$ cat src/rtl/fsm_cpu_if.sv
// fsm_cpu_if: request/acknowledge link between the CPU-side sender and a
// peripheral receiver running on an unrelated clock.
//   ACK      peripheral -> CPU  acknowledge, asynchronous to the CPU clock
//   outDATA  CPU -> peripheral  data word, valid while outSEND is high
//   outSEND  CPU -> peripheral  request strobe (4-phase, return-to-zero)
interface fsm_cpu_if #(
  parameter int DATA_WIDTH = 32
);
  logic                  ACK;
  logic [DATA_WIDTH-1:0] outDATA;
  logic                  outSEND;

  // CPU-side sender
  modport master (input ACK, output outDATA, output outSEND);
  // peripheral-side receiver
  modport slave (output ACK, input outDATA, input outSEND);
endinterface

$ cat src/rtl/fsm_cpu.sv
// fsm_cpu: CPU-side sender of a 4-phase request/acknowledge link. Pushes an
// incrementing stream of words (DATA_INIT, DATA_INIT+DATA_STEP, ...) to a
// peripheral on another clock. One word per completed handshake.
// Ports:
//   clk  CPU clock, rising edge
//   rst  synchronous active-high reset
//   bus  fsm_cpu_if.master: ACK in (async), outDATA/outSEND out (registered)
module fsm_cpu #(
  parameter int                    DATA_WIDTH  = 32,
  parameter int                    SYNC_STAGES = 2,
  parameter logic [DATA_WIDTH-1:0] DATA_INIT   = DATA_WIDTH'(1),
  parameter logic [DATA_WIDTH-1:0] DATA_STEP   = DATA_WIDTH'(1)
) (
  input  logic       clk,
  input  logic       rst,
  fsm_cpu_if.master  bus
);

  typedef enum logic [1:0] {
    IDLE      = 2'd0,
    SETUP     = 2'd1,
    WAIT_ACK  = 2'd2,
    WAIT_NACK = 2'd3
  } state_t;

  state_t                  state_q, state_d;
  logic [DATA_WIDTH-1:0]   data_q,  data_d;
  logic                    send_q,  send_d;
  logic [DATA_WIDTH-1:0]   word_q,  word_d;
  logic [SYNC_STAGES-1:0]  sync_q,  sync_d;
  logic                    ack_s;

  // ACK synchronizer: shift register, oldest sample is the one the FSM uses.
  always_comb begin
    sync_d = {sync_q[SYNC_STAGES-2:0], bus.ACK};
  end

  assign ack_s = sync_q[SYNC_STAGES-1];

  always_comb begin
    state_d = state_q;
    data_d  = data_q;
    send_d  = send_q;
    word_d  = word_q;
    case (state_q)
      IDLE: begin
        send_d = 1'b0;
        // Only launch once the previous handshake has fully released.
        if (!ack_s) begin
          data_d  = word_q;
          state_d = SETUP;
        end
      end
      SETUP: begin
        // outDATA got a full cycle of setup; now raise the request.
        send_d  = 1'b1;
        state_d = WAIT_ACK;
      end
      WAIT_ACK: begin
        send_d = 1'b1;
        if (ack_s) begin
          send_d  = 1'b0;
          state_d = WAIT_NACK;
        end
      end
      WAIT_NACK: begin
        send_d = 1'b0;
        // Handshake complete only once ACK returns to zero.
        if (!ack_s) begin
          word_d  = word_q + DATA_STEP;
          state_d = IDLE;
        end
      end
      default: begin
        send_d  = 1'b0;
        state_d = IDLE;
      end
    endcase
  end

  always_ff @(posedge clk) begin
    // The synchronizer keeps sampling through reset so that ack_s already
    // reflects a stuck-high ACK on the first edge after release; otherwise
    // the FSM would launch a word the peripheral then sees acknowledged.
    // With ACK low for SYNC_STAGES reset cycles every flop here reads 0.
    sync_q <= sync_d;
    if (rst) begin
      state_q <= IDLE;
      data_q  <= '0;
      send_q  <= 1'b0;
      word_q  <= DATA_INIT;
    end else begin
      state_q <= state_d;
      data_q  <= data_d;
      send_q  <= send_d;
      word_q  <= word_d;
    end
  end

  assign bus.outDATA = data_q;
  assign bus.outSEND = send_q;

endmodule

$ cat src/flat_wrapper.sv
// flat-port wrapper written by rule: the top's interface ports become plain ports
module fsm_cpu_flat 
#(
  parameter int                    DATA_WIDTH  = 32,
  parameter int                    SYNC_STAGES = 2,
  parameter logic [DATA_WIDTH-1:0] DATA_INIT   = DATA_WIDTH'(1),
  parameter logic [DATA_WIDTH-1:0] DATA_STEP   = DATA_WIDTH'(1)
)
  (clk, rst, bus_ACK, bus_outDATA, bus_outSEND);
  fsm_cpu_if #(.DATA_WIDTH(DATA_WIDTH)) bus_i ();
  input  logic clk;
  input  logic rst;
  input wire logic [$bits(bus_i.ACK)-1:0] bus_ACK;
  output wire logic [$bits(bus_i.outDATA)-1:0] bus_outDATA;
  output wire logic [$bits(bus_i.outSEND)-1:0] bus_outSEND;
  assign bus_i.ACK = bus_ACK;
  assign bus_outDATA = bus_i.outDATA;
  assign bus_outSEND = bus_i.outSEND;
  fsm_cpu #(.DATA_WIDTH(DATA_WIDTH), .SYNC_STAGES(SYNC_STAGES), .DATA_INIT(DATA_INIT), .DATA_STEP(DATA_STEP)) u_core (.clk(clk), .rst(rst), .bus(bus_i));
endmodule
$ cat config.mk
export PLATFORM = sky130hd
export DESIGN_NAME = fsm_cpu_flat
export DESIGN_NICKNAME = d
export VERILOG_FILES = /design/src/rtl/fsm_cpu_if.sv /design/src/rtl/fsm_cpu.sv /design/src/flat_wrapper.sv
export SDC_FILE = /design/constraint.sdc
export NUM_CORES = 1
export LEC_CHECK = 0
export BUFFER_PORTS_ARGS = -buffer_cell sky130_fd_sc_hd__buf_2
export CORE_MARGIN = 1
export CORE_UTILIZATION = 50
export CTS_CLUSTER_DIAMETER = 80
export CTS_CLUSTER_SIZE = 30
export DETAILED_ROUTE_END_ITERATION = 10
export GPL_TIMING_DRIVEN = 0
export PLACE_DENSITY = 0.67
export SETUP_SLACK_MARGIN = 0.2
export SLEW_MARGIN = 20
export SYNTH_ARGS = -nofsm -noshare
export SYNTH_HDL_FRONTEND = slang
export SYNTH_SLANG_ARGS = --single-unit
export TNS_END_PERCENT = 20
$ cat constraint.sdc
create_clock -name clk -period 2.11 [get_ports clk]
set_clock_uncertainty 0.1 [all_clocks]
set_input_delay 0.211 -clock clk [delete_from_list [all_inputs] [get_ports clk]]
set_output_delay 0.211 -clock clk [all_outputs]
set_load 0.05 [all_outputs]
Word-level counts from Yosys, hierarchy flattened
Index checks and enable logic that the tools add are counted.

Add/subtract/negate cells: 1. Equal/unequal tests: 6. Muxes and demuxes: 6. Bitwise logic cells: 1. Reduce and logical (&&, ||, !) cells: 5.

Operator list (count): 32-bit by 1-bit adder with 32-bit output (second input constant) (1); 2-bit case mux with 4 select lines (1); 2-bit 2-to-1 mux (3); 2-bit == test (second input constant) (2); 2-bit inequality test (second input constant) (2); 2-bit AND reduction (2); 1-bit case mux with 3 select lines (1); 3-bit AND reduction (1); 2-bit by 1-bit == test with 1-bit output (second input constant) (1); 2-bit zero test (1); 2-bit by 1-bit inequality test with 1-bit output (second input constant) (1); 2-bit OR reduction (1); 1-bit 2-to-1 mux (1); 1-bit inverter (1).

Register bits: 69. Input port bits: 3. Output and inout port bits: 33. Logic and storage cells: 24.

Longest topological paths before layout
Gate-level depths: netlist (run 1).

Word-level depth: 3. Gate-level depth with buffers: 7.

Worst setup path after synthesis (run 1)
OpenSTA, ideal clock, no wires.

Kind: reg-to-reg. Start: reg u_core.state_q[1]. End: reg u_core.word_q[20]. Library setup time: 70 ps. Arrival: 1760 ps. Data required time: 1940 ps. Path slack: 180 ps. Cell stages (with the launch flop): 7. Clock period less this slack: 1930 ps. Cells stage by stage: dfxtp_1 > ha_1 > nand3b_4 > or3_4 > buf_6 > or4_1 > a21oi_1.

Word-level cells in the longest chain between the ends: 2.

RTL lines: start, declared (line fsm_cpu.sv:26) `state_t state_q, state_d;`; start signal, assigned (line fsm_cpu.sv:93) `state_q <= state_d;`; 2-bit == test (line fsm_cpu.sv:45) `case (state_q)`; 2-bit AND reduction (no line); end signal, assigned (line fsm_cpu.sv:96) `word_q <= word_d;`; end, declared (line fsm_cpu.sv:29) `logic [DATA_WIDTH-1:0] word_q, word_d;`.

Every way passes these cells. A chain may end at the register's enable or synchronous reset.

Final worst setup path (run 1)
Start: reg u_core.state_q[1]. End: reg u_core.word_q[16].

The elaborated chain is that of the path after synthesis.

==> summary.md, run 1 <==
| Metric | Value |
|---|---|
| Clock Latency Late Sink | `roughly 0.34 ns` |
| Reg2Reg Setup Slack | `around 0.18 ns` |
| Slew Viols, Final | `0` |
| Final setup violation count | `0` |
| Vias per inst | `around 5.5` |
| Avg Cell Area, Syn | `between 8 and 9 um2` |
| Inserted Clock Buffers | `9` |
| GPL Wtd Cong | `0.8154` |
| # H-tree levels | `3` |
| Slowest stage delay, CP | `0.44 ns` |
| Syn Inst Count | `between 300 and 400` |
| Count leader, synth | `nand2_1` |
| Longest Clk Path Bufs | `2` |
| Fin. Hold Viols | `0` |
| Share of layout cells above drive strength 1 | `a little under a quarter` |
| Iteration-0 DRC Markers | `approximately 110` |
| Worst-path clk slew | `0.07 ns` |
| Clock Sinks | `just under 70` |
| DIE AREA | `between 6000 and 7000 um2` |
| Slew @ Worst Pin | `about 0.52 ns` |
| Crit end category | `flop` |
| Die extent in y | `~78 um` |
| Crit-path slowest cell | `or3_4` |
| WS Path Type | `reg2reg` |
| Final net count | `between 300 and 400` |
| GR Util All Layers | `~23%` |
| Initial antenna violation count | `0` |
| Gr ovfl total | `0` |
| First-pass GRT wire length | `10.76 mm` |
| Share of the synthesized area in the top cell type | `between 40% and 50%` |
| Vias in the first global route | `between 2,000 and 2,500` |
| Worst Path Buf+Inv | `2` |
| Crit-path max FO | `9` |
| Syn_nets | `around 350` |
| Power, Total | `2.879 mW` |
| Unrepaired setup endpoints after global routing | `true` |
| Fin crit period | `a little under 2 ns` |
| Unique masters post-synth | `40` |
| Area post-placement | `3171 um2` |
| Maximum number of pins on one net before global-route repair | `11` |
| Status | `completed` |
| Kind of cell adding the most delay to the critical path | `simple AND/OR/NAND/NOR gates` |
| Antenna viol nets, final | `0` |
| Hpwl dp | `between 4 and 5 mm` |
| Fin crit share | `91.63%` |
| Design Area, Final | `approximately 3500 um2` |
| I/O Buffers | `35` |
| Routed wire length | `6.436 mm` |
| Placeable Area | `about 5500 um2` |
| Fraction of registers with async set/reset | `0%` |
| Yosys reg bits | `69` |
| DRC viols | `0` |
| Via count | `2,564` |
| TritonCTS clock tree | `built` |
| Cell Chain, Critical Path | `ha_4 > nand3b_4 > or3_4 > buf_8 > buf_4 > o31ai_1 > a21oi_1` |
| Starting Density | `between 50% and 60%` |
| F_max | `approximately 520 MHz` |
| Synthesis Warnings | `0` |
| Synthesized area | `2899 um2` |
| # IOs | `36` |
| Worst Hold Class | `in2reg` |
| Worst path required time | `around 2.2 ns` |
| Lkg Pwr | `between 1 and 1.5 nW` |
| Ant. Diodes | `0` |
| Max_slew headroom | `between 60% and 70%` |
| Synth Flop Type | `dfxtp_1` |
| Post-synth EDFFs | `0` |
| Synth cell count leaders | `nand2_1, dfxtp_1, a21oi_1` |
| CP startpoint kind | `flop` |
| Die X-Extent | `78.15 um` |
| Row count | `27` |
| Layout fillers | `between 400 and 500` |
| DR pass1 iterations | `4` |
| Wire per inst | `approximately 14 um` |
| Pwr Density | `between 800 and 900 nW/um2` |
| Leading area contributor after synthesis | `dfxtp_1` |
| CP Data Arrival Time | `between 2 and 2.5 ns` |
| Root buffer cell | `clkbuf_8` |
| Max cap viols | `0` |
| Worst vdd rail ir drop | `~0.73 mV` |
| Main area contributors after synthesis | `dfxtp_1, nand2_1, a21oi_1` |
| Sequential-to-total area share from yosys stat | `between 40 and 50%` |
| Layout Area Growth over Synthesis | `22.18%` |
-- sequential cells by signal, summed over array words and instances (netlist names) --
| signal | cells |
|---|---|
| u_core.sync_q | 2 |
| u_core.bus.outSEND | 1 |
| u_core.word_q | 32 |
| u_core.bus.outDATA | 32 |
| u_core.state_q | 2 |
-- routing by layer --
layer,wire [um],global-route usage [%],share of wire (%),vias up
li1,-,-,-,1292
met1,2935,28.17,46,1203
met2,3140,37.02,49,55
met3,215,4.070,3.3,14
met4,145,12.78,2.3,0
met5,0,0,0,-
-- stage by stage --
stage | std cells | util (%) | hold slack, ns | TNS, ns | setup slack, ns
after floorplan | 338 | - | 0.1387 | 0 | 0.2075
after CTS | 460 | 61.56 | 0.1337 | 0 | 0.1489
after detailed placement | 445 | 57.23 | 0.2203 | -0.02055 | -0.02055
after global routing | 465 | 63.93 | 0.1761 | 0 | 0.1266
final | 465 | 63.93 | 0.1468 | 0 | 0.1767
after global placement | 445 | 57.23 | 0.2105 | 0 | 0.05984
-- report_power, final --
group	internal, mW	total [mW]	switching [mW]
Sequential	1.36	1.40	0.0414
Combinational	0.132	0.475	0.343
Clock	0.541	1.01	0.466
-- kinds of logic (layout without fill, tap and decap cells) --
family / after synthesis / in the layout / synth area share (%)
simple gates: 148 / 148 / 26.67
compound gates: 74 / 74 / 14.50
flops: 69 / 69 / 47.65
buf+inv: 27 / 82 / 4.187
xor+xnor: 11 / 11 / 3.323
fa+ha+maj: 6 / 6 / 2.589
mux: 3 / 3 / 1.079
-- worst register-to-register path, stage by stage, from the launching register on --
cell and delay [ns]:
dfxtp_4 0.37, ha_4 0.16, nand3b_4 0.11, or3_4 0.44, buf_8 0.15, buf_4 0.13, o31ai_1 0.23, a21oi_1 0.11
-- placed cells by master (no fill, tap or decap), drive strengths merged, types with 2 or more instances in the layout --
cell type,instances
and3,2
ha,6
and4,4
xor2,5
nor4,5
and2b,2
nand2,74
inv,8
or3,5
dfxtp,69
nor2,16
o21ai,5
buf,48
clkbuf,23
mux2i,2
xnor2,6
and2,2
nand3,8
or4,15
nand4,10
o31ai,15
a21oi,51
-- cell type report --
class | instances | area, um2 | share of cell area (%)
Buffer | 19 | 105.1 | 2.967
Timing Repair Buffer | 41 | 222.7 | 6.288
Inverter | 8 | 30.03 | 0.8478
Tap cell | 72 | 90.09 | 2.543
Clock inverter | 1 | 5.005 | 0.1413
Sequential cell | 69 | 1409 | 39.77
Clock buffer | 13 | 178.9 | 5.051
Multi-Input combinational cell | 242 | 1501 | 42.39
-- path summary, 6_finish.rpt --
path	cells past startpoint	startpoint	end
max	7	u_core.state_q[1]	u_core.word_q[16]
min	3	rst	u_core.word_q[29]
max reg2reg	7	u_core.state_q[1]	u_core.word_q[16]
min reg2reg	0	u_core.sync_q[0]	u_core.sync_q[1]
-- what timing repair did --
item	in CTS	in global routing
endpoints found under the hold margin	1	0
hold buffers	1	0
setup buffers	0	5
resized for setup	10	35
pin swaps	1	5
setup endpoints to repair	16	40
No activity file was read; power rests on OpenSTA's default activity.
==> run 2, diff against run 1 <==
--- a/config.mk
+++ b/config.mk
@@ -14,3 +14,3 @@
 export GPL_TIMING_DRIVEN = 0
-export PLACE_DENSITY = 0.67
+export PLACE_DENSITY = 0.7
 export SETUP_SLACK_MARGIN = 0.2
==> constraint.sdc (replaced) <==
create_clock -name clk -period 1.65 [get_ports clk]
set_clock_uncertainty 0.1 [all_clocks]
set_input_delay 0.165 -clock clk [delete_from_list [all_inputs] [get_ports clk]]
set_output_delay 0.165 -clock clk [all_outputs]
set_load 0.1 [all_outputs]
==> summary.md, run 2 (same netlist as run 1, synthesis figures left out) <==
| Metric | Value |
|---|---|
| Status | `complete, but fails checks` |
| Failing checks | `negative setup slack` |
| Antenna viol nets, final | `0` |
| WS Path Type | `reg2reg` |
| Iteration-0 DRC Markers | `approximately 180` |
| Row count | `27` |
| DP Worst Slack | `-0.3192 ns` |
| Commonest cells after routing, fill and taps aside | `nand2_1, dfxtp_1, a21oi_1, buf_2, buf_4` |
| Slew @ Worst Pin | `between 0.6 and 0.7 ns` |
| Share of layout cells above drive strength 1 | `37.29%` |
| Worst vdd rail ir drop | `between 1 and 1.5 mV` |
| Pwr Density | `approximately 1000 nW/um2` |
| Power, Total | `approximately 4.1 mW` |
| Inserted Clock Buffers | `9` |
| # IOs | `36` |
| Die extent in y | `~78 um` |
| F_max | `around 540 MHz` |
| Slew Viols, Final | `0` |
| Fin. Hold Viols | `0` |
| Vias in the first global route | `around 2,600` |
| Final net count | `between 400 and 500` |
| Root buffer cell | `clkbuf_8` |
| First-pass GRT wire length | `11.94 mm` |
| CP Data Arrival Time | `a little over 2 ns` |
| Lkg Pwr | `1.498 nW` |
| GR Util All Layers | `24.93%` |
| Longest Clk Path Bufs | `2` |
| Leading cell type in the layout, fill and taps excluded | `nand2_1` |
| Max_slew headroom | `between 50 and 60%` |
| Final setup violation count | `22` |
| Clock Sinks | `69` |
| Worst path required time | `between 1.5 and 2 ns` |
| Wire per inst | `around 15 um` |
| Post-Layout Cell Count | `just under 500` |
| Cell Chain, Critical Path | `ha_4 > nand3b_4 > or3_4 > buf_6 > or4_1 > a21oi_1` |
| Gr ovfl total | `0` |
| Crit-path max FO | `8` |
| # H-tree levels | `3` |
| Clock Latency Late Sink | `around 0.35 ns` |
| Worst setup margin | `-0.2160 ns` |
| Fin crit share | `113.1%` |
| CP startpoint kind | `flop` |
| Layout Area Growth over Synthesis | `35.48%` |
| Via count | `~2,700` |
| GPL Wtd Cong | `a little under 0.8` |
| Unrepaired setup endpoints after global routing | `true` |
| Placeable Area | `about 5500 um2` |
| Layout fillers | `between 400 and 500` |
| TritonCTS clock tree | `built` |
| Max cap viols | `0` |
| DRC viols | `0` |
| Crit-path slowest cell | `or3_4` |
| DIE AREA | `around 6000 um2` |
| DR pass1 iterations | `4` |
| Hpwl dp | `4.287 mm` |
| Maximum number of pins on one net before global-route repair | `11` |
| Cell total after placement | `about 450` |
| Final core utilization | `70.89%` |
| I/O Buffers | `35` |
| Initial antenna violation count | `0` |
| Slowest stage delay, CP | `0.42 ns` |
| Die X-Extent | `about 78 um` |
| Vias per inst | `about 5.6` |
| Worst-path clk slew | `around 0.070 ns` |
| Starting Density | `52.33%` |
| Routed wire length | `approximately 7.2 mm` |
| Ant. Diodes | `0` |
| Fin crit period | `roughly 1.9 ns` |
| Worst Hold Class | `in2reg` |
| Crit end category | `flop` |
run 2: final timing paths:
path | from | end | slack [ns] | depth (start not counted)
worst max-delay path | u_core.state_q[0] | u_core.word_q[20] | -0.22 | 6
worst min-delay path | rst | u_core.word_q[29] | 0.09 | 3
worst max register to register | u_core.state_q[0] | u_core.word_q[20] | -0.22 | 6
worst min register to register | u_core.sync_q[0] | u_core.sync_q[1] | 0.24 | 0
run 2: cell type report:
type,instances,area (um2),share of cell area (%)
timing repair buffer,61,377.9,9.621
buffer,19,190.2,4.842
clock buffer,13,178.9,4.556
multi-input combinational,242,1627,41.41
clock inverter,1,5.005,0.1274
sequential,69,1426,36.32
inverter,8,32.53,0.8283
tap,72,90.09,2.294
run 2: metrics by stage:
| step | setup TNS [ns] | area, um2 | hold slack [ns] |
|---|---|---|---|
| final | -3.110 | 3928 | 0.08836 |
| after floorplan | -0.6972 | 2967 | 0.09272 |
| after global placement | -6.130 | 3232 | 0.1694 |
| after detailed placement | -7.698 | 3232 | 0.1765 |
| after CTS | -2.445 | 3780 | 0.07228 |
| after global routing | -4.444 | 3928 | 0.09672 |
run 2: layer usage:
| layer | global-route usage [%] | wire length (um) | up-vias | part of all wire [%] |
|---|---|---|---|---|
| li1 | - | - | 1342 | - |
| met1 | 29.77 | 3314 | 1288 | 46 |
| met2 | 43.68 | 3536 | 51 | 49 |
| met3 | 4.070 | 196 | 12 | 2.7 |
| met4 | 11.30 | 146 | 0 | 2.0 |
| met5 | 0 | 0 | - | 0 |
run 2: report_power, final:
group	total, mW	internal (mW)	switching, mW
clock	1.30	0.692	0.611
sequential	1.77	1.73	0.0448
combinational	1.02	0.415	0.607
run 2: repair_timing:
action / in CTS / in global routing
endpoints found under the hold margin: 1 / 0
setup buffers: 21 / 3
cloned: 1 / 0
hold buffers: 1 / 0
setup endpoints to repair: 57 / 63
pin swaps: 14 / 9
gates resized for setup: 58 / 35
run 2: worst max-delay path, delay by kind of cell, from the launching register on:
kind | cells | cell delay, ns
compound gates | 1 | 0.12
simple gates | 3 | 0.89
flops | 1 | 0.36
fa+ha+maj | 1 | 0.16
buf+inv | 1 | 0.16
